==> src/rtl/router_reg.sv <==
// router_reg: datapath register stage of the 1x3 router.
// Latches the packet header, drives the byte bus into the output FIFOs,
// parks the one byte that arrives while the addressed FIFO is full, and
// accumulates running parity so the control FSM can check the packet.
//
// Handshake: a byte on data_in is taken only when pkt_valid is high in the
// state that consumes it; pkt_valid falling while ld_state is high marks
// the parity byte. There is no ready signal back to the source: stalls
// are signalled by the FSM through full_state/laf_state.
module router_reg #(
    parameter int DATA_WIDTH = 8
) (
    input  logic                  clk,
    input  logic                  rst,
    input  logic                  pkt_valid,
    input  logic [DATA_WIDTH-1:0] data_in,
    input  logic                  fifo_full,
    input  logic                  detect_addr,
    input  logic                  lfd_state,
    input  logic                  ld_state,
    input  logic                  laf_state,
    input  logic                  full_state,
    input  logic                  rst_int_reg,
    output logic                  parity_done,
    output logic                  low_pkt_valid,
    output logic                  err,
    output logic [DATA_WIDTH-1:0] dout
);

    logic [DATA_WIDTH-1:0] dout_q, dout_d;
    logic [DATA_WIDTH-1:0] header_byte_q, header_byte_d;
    logic [DATA_WIDTH-1:0] hold_byte_q, hold_byte_d;
    logic [DATA_WIDTH-1:0] int_parity_q, int_parity_d;
    logic [DATA_WIDTH-1:0] pkt_parity_q, pkt_parity_d;
    logic                  low_pkt_valid_q, low_pkt_valid_d;
    logic                  parity_done_q, parity_done_d;
    logic                  err_q, err_d;

    // Header capture: address 2'b11 is not a valid port, so it is ignored.
    always_comb begin
        header_byte_d = header_byte_q;
        if (detect_addr && pkt_valid && (data_in[1:0] != 2'b11)) begin
            header_byte_d = data_in;
        end
    end

    // Output byte bus, in priority order; a byte arriving against a full
    // FIFO is parked in hold_byte and replayed in load-after-full.
    always_comb begin
        dout_d      = dout_q;
        hold_byte_d = hold_byte_q;
        if (lfd_state) begin
            dout_d = header_byte_q;
        end else if (ld_state && !fifo_full) begin
            dout_d = data_in;
        end else if (ld_state && fifo_full) begin
            hold_byte_d = data_in;
        end else if (laf_state) begin
            dout_d = hold_byte_q;
        end
    end

    // Running parity over header and payload; a payload byte is counted in
    // ld_state only, so the replay out of hold_byte is never counted twice.
    always_comb begin
        int_parity_d = int_parity_q;
        if (detect_addr) begin
            int_parity_d = '0;
        end else if (lfd_state) begin
            int_parity_d = int_parity_q ^ header_byte_q;
        end else if (ld_state && pkt_valid && !full_state) begin
            int_parity_d = int_parity_q ^ data_in;
        end
    end

    // Received parity byte: the byte on which pkt_valid has dropped.
    always_comb begin
        pkt_parity_d = pkt_parity_q;
        if (detect_addr) begin
            pkt_parity_d = '0;
        end else if (ld_state && !pkt_valid) begin
            pkt_parity_d = data_in;
        end
    end

    // End-of-packet flag; the FSM's check-parity state acknowledges it.
    always_comb begin
        low_pkt_valid_d = low_pkt_valid_q;
        if (rst_int_reg) begin
            low_pkt_valid_d = 1'b0;
        end else if (ld_state && !pkt_valid) begin
            low_pkt_valid_d = 1'b1;
        end
    end

    // parity_done rises once the parity byte has actually left on dout,
    // either directly or replayed from hold_byte.
    always_comb begin
        parity_done_d = parity_done_q;
        if (detect_addr) begin
            parity_done_d = 1'b0;
        end else if ((ld_state && !fifo_full && !pkt_valid) ||
                     (laf_state && low_pkt_valid_q && !parity_done_q)) begin
            parity_done_d = 1'b1;
        end
    end

    // Sticky parity error, compared one cycle after parity_done is seen;
    // only the next captured-header cycle clears it.
    always_comb begin
        err_d = err_q;
        if (detect_addr && pkt_valid) begin
            err_d = 1'b0;
        end else if (parity_done_q) begin
            err_d = (int_parity_q != pkt_parity_q);
        end
    end

    // State registers with synchronous active-low reset.
    always_ff @(posedge clk) begin
        if (!rst) begin
            dout_q          <= '0;
            header_byte_q   <= '0;
            hold_byte_q     <= '0;
            int_parity_q    <= '0;
            pkt_parity_q    <= '0;
            low_pkt_valid_q <= 1'b0;
            parity_done_q   <= 1'b0;
            err_q           <= 1'b0;
        end else begin
            dout_q          <= dout_d;
            header_byte_q   <= header_byte_d;
            hold_byte_q     <= hold_byte_d;
            int_parity_q    <= int_parity_d;
            pkt_parity_q    <= pkt_parity_d;
            low_pkt_valid_q <= low_pkt_valid_d;
            parity_done_q   <= parity_done_d;
            err_q           <= err_d;
        end
    end

    assign dout          = dout_q;
    assign parity_done   = parity_done_q;
    assign low_pkt_valid = low_pkt_valid_q;
    assign err           = err_q;

endmodule

==> config.mk <==
export PLATFORM = sky130hd
export DESIGN_NAME = router_reg
export DESIGN_NICKNAME = d
export VERILOG_FILES = /design/src/rtl/router_reg.sv
export SDC_FILE = /design/constraint.sdc
export NUM_CORES = 1
export LEC_CHECK = 0
export ABC_AREA = 1
export CAP_MARGIN = 20
export CORE_MARGIN = 4
export CORE_UTILIZATION = 30
export CTS_BUF_LIST = sky130_fd_sc_hd__clkbuf_8
export DETAILED_ROUTE_END_ITERATION = 12
export GPL_TIMING_DRIVEN = 0
export SYNTH_ARGS = -nofsm -noshare
export SYNTH_HDL_FRONTEND = slang
export SYNTH_SLANG_ARGS = --single-unit
export TNS_END_PERCENT = 10
==> constraint.sdc <==
create_clock -name clk -period 1 [get_ports clk]
set_input_delay 0.1 -clock clk [delete_from_list [all_inputs] [get_ports clk]]
set_output_delay 0.1 -clock clk [all_outputs]
set_load 0.1 [all_outputs]
Yosys cells after proc, flatten, opt, wreduce, memory -nomap -nowiden
Index checks and enable logic that the tools add are counted.
Word-level totals
  register bits after elaboration: 43
  input bits: 18
  logic and storage cells: 44
Cells by class
  equality and inequality tests: 3
  mux-type cells: 6
  bitwise operators: 5
  reductions and logical operators: 22
Operator list (number)
  two-way mux 8 bit: 6
  bitwise XOR 8 bit: 2
  logical AND 1 bit: 10
  != test 8 bit: 1
  OR reduction 2 bit: 3
  logical NOT 1 bit: 4
  != test 3 x 2 -> 1 bit, second input constant: 1
  inverter 1 bit: 3
  AND reduction 3 bit: 1
  nonzero test 3 bit: 1
  != test 2 bit, second input constant: 1
  AND reduction 2 bit: 1
  nonzero test 2 bit: 1
  logical OR 1 bit: 1

Longest topological paths before layout
  word-level depth: 4
  mapped depth: 8
  depth with buffers taken out: 8

Worst setup path before layout
Ideal clock, no wire load.
  path type: register to register
  from: register parity_done_q, in the netlist parity_done
  to: register err_q, in the netlist err
  setup time: 121 ps
  arrival: 1372 ps
  data required time: 879 ps
  setup slack: -493 ps
  cell stages (with the launch flop): 6
  cell sequence: dfxtp_1 > nand2_1 > nor2_1 > nand3_1 > nor2_1 > nor2_1
RTL lines
  start: declaration: line 36  | logic parity_done_q, parity_done_d;
  start signal: assignment: line 137  | parity_done_q <= parity_done_d;
  end signal: assignment: line 138  | err_q <= err_d;
  end: declaration: line 37  | logic err_q, err_d;

Worst setup path after layout
  from: register int_parity_q[5]
  to: register err_q, in the netlist err
On the way
  cells in the longest elaborated chain, start to end: 1
Ends and longest elaborated chain
  start: declaration: line 33  | logic [DATA_WIDTH-1:0] int_parity_q, int_parity_d;
  start signal: assignment: line 134  | int_parity_q <= int_parity_d;
  != test 8 bit: line 115  | err_d = (int_parity_q != pkt_parity_q);
No other way between the ends.
A chain may end at the register's enable or synchronous reset.

==> run summary <==
Main combinational cell family by area after synthesis: simple AND/OR/NAND/NOR gates
Clock Skew: 0.00810 ns
Fin area: 2570 sq um
Final Hold Vio Count: 0
Vias in the first global route: 1755
Least-Margin Pin Slew: 0.418 ns
Pwr Total: 3770 uW
Avg Cell Area, Syn: 6.93 sq um
Core Footprint: 6390 sq um
Pin count of the biggest net entering global routing: 14
DR pass1 iterations: 4
Most frequent cells in the layout: nand2_1 (59), inv_1 (32), a21oi_1 (32), dfxtp_1 (32), nor2_1 (28)
Adder-Cell Fraction of Synth Area: 0
Placed Area: 2360 sq um
Status: complete, but fails checks
CP Buf/Inv Count: 1
Setup TNS Final: -0.0154 ns
Setup violators final: 1
Clock-pin slew on the worst setup and hold paths: 0.09 ns
Layout cells sized above 1: 0.192
CTS buffer count: 5
Synth top area cells: dfxtp_1 (43%), nand2_1 (11%), a21oi_1 (8.3%), o21ai_0 (7.3%), inv_1 (6.8%)
Crit path time final: 1.02 ns
Warnings from Yosys: 0
Initial Util: 0.312
Routed len/inst: 13.2 um
Total congestion overflow: 0
Multi-input gate area: 951 sq um
Peak VDD IR: 0.787 mV
I/O pin cnt: 29
Net Sw Power: 1210 uW
Met3 GRT Util: 0.0332
Mux cell area share after synthesis: 0
Post-Syn Nets: 305
Simple logic cell fraction of the synthesized area: 0.266
RSZ-0062 raised after global routing: yes
Root Driver: clkbuf_8
Die width: 89.4 um
GP Congestion: 0.801
Netlist cell types: 22
Post-route insts no fill: 400
Worst path arrival time: 1.20 ns
Leak: 0.00112 uW
Critical Path End Type: register
Failing checks: negative setup slack
Post-Syn Area: 1990 sq um
Vias post-DR: 1864
Synthesis-stage register bit count: 43
Slew HR: 0.721
Worst path required time: 1.18 ns
Setup ws final: -0.0154 ns
Die Area: 8000 sq um
Clk pwr share: 0.287
Detailed Route Iter0 Violations: 168
Met2 usage: 0.223
Sequential cell area fraction in the yosys report: 0.433
Crit path max fanout: 2
Clock Latency Late Sink: 0.29 ns
Cell-internal power: 2560 uW
Row count: 29
Area growth syn-to-layout: 29.4%
Cells along the critical path: inv_2, nand2_1, nand2_1, nor2_2, nand3_2, nor2_2, nor2_1
Vias per Instance: 4.66
H-tree levels: 2
Busiest layer in global routing: met2
DRC violations left: 0
Register area: 877 sq um
Syn Inst Count: 287
Die Y: 89.4 um
Setup CP Type: register to register
Bufs on Longest Clock Path: 2
Global-route wire length before repair: 8750 um
Final Cycle Share: 1.02
Critical Path Max Stage Delay: 0.34 ns
Post-Synth XOR/XNOR Area: 0.0132
CTS tree: yes
Fill count: 666
Antenna viol nets, final: 0
Flop pwr share: 0.492
Post-DP HPWL: 3840 um
HP Class: input pin to register
Most common cell after layout, fill and taps aside: nand2_1
Comb pwr share: 0.221
Wirelength, routed: 5280 um
Switching share of total power: 0.322
Startpoint types: register
Sink Count: 43
Tot GR Track Use: 0.144
PortBufs: 27
Max-cap check violation count: 0
Met1 Use GR: 0.204
FMAX: 0.985 GHz
Slew Viols, Final: 0
Synth top area share: 0.433
Cell total after placement: 391
Synth Area in Compound Gates: 0.179
CP top delay family: simple AND/OR/NAND/NOR gates
Power per cell area: 1460 nW/um^2
Post-CTS Hold Fix Bufs: 0
Initial antenna violation count: 0
Slowest CP cell: dfxtp_2
Area leader, netlist: dfxtp_1
Diode count: 0
Fin nets: 340
state kept, by name, indices dropped and copies added (netlist names):
register / flops
dout: 8
parity_done: 1
hold_byte_q: 8
header_byte_q: 8
err: 1
low_pkt_valid: 1
pkt_parity_q: 8
int_parity_q: 8
cell type report:
type	instances	area share
Buffer	8	0.0238
Clock buffer	5	0.0267
Clock inverter	3	0.00632
Inverter	42	0.0642
Multi-Input combinational cell	194	0.369
Sequential cell	43	0.341
Tap cell	77	0.0374
Timing Repair Buffer	28	0.131
repair_timing:
item                                    CTS  global route
endpoints found under the setup margin   52            31
resized for setup                        96            42
pin swaps                                 2             9
endpoints found under the hold margin     0             0
setup buffers                             0             1
worst paths after layout:
kind,slack [ns],cells after the start,from,end
worst max-delay path,-0.02,7,int_parity_q[5],err
worst max register to register,-0.02,7,int_parity_q[5],err
worst min register to register,0.45,2,header_byte_q[6],header_byte_q[6]
worst min-delay path,0.14,3,rst,hold_byte_q[7]
per-stage QoR:
stage	hold slack (ns)	util	setup slack, ns
2_1_floorplan	0.165	-	-0.299
3_3_place_gp	0.432	0.369	-0.626
3_5_place_dp	0.437	0.369	-0.625
4_1_cts	0.284	0.389	-0.157
5_1_grt	0.141	0.403	-0.0981
6_report	0.142	0.403	-0.0154
Yosys cell counts, drive strengths merged:
| cell type | count |
|---|---|
| a21boi | 1 |
| nor2 | 34 |
| a211oi | 2 |
| dfxtp | 43 |
| o21ai | 32 |
| o211ai | 1 |
| nand3 | 27 |
| buf | 6 |
| clkbuf | 2 |
| inv | 42 |
| nand2 | 61 |
| a21oi | 33 |
| xnor2 | 3 |
logic make-up (layout without fill, tap and decap cells):
group                  after synthesis  in the layout
flip-flops                          43             43
AND/OR/NAND/NOR                    122            122
buffers and inverters               50             86
AO/OA/AOI/OAI                       69             69
XOR/XNOR                             3              3
per-layer routing:
| layer | vias to the layer above | wire, um |
|---|---|---|
| met5 | - | 0 |
| met4 | 0 | 40 |
| met3 | 6 | 227 |
| met2 | 37 | 2350 |
| met1 | 837 | 2670 |
| li1 | 984 | - |
power by group through the flow:
stage	Combinational, uW	Sequential, uW	Clock (uW)
after floorplan	303	2100	0
after global placement	768	1880	0
after detailed placement	773	1880	0
after CTS	786	1840	1130
after global routing	909	1870	1190
final	833	1850	1080
worst reg2reg max path: cells and delay by family (launching register included):
family | cells | cell delay, ns
AND/OR/NAND/NOR | 6 | 0.53
flip-flops | 1 | 0.34
buffers and inverters | 1 | 0.04
(Power assumes the default switching activity.)
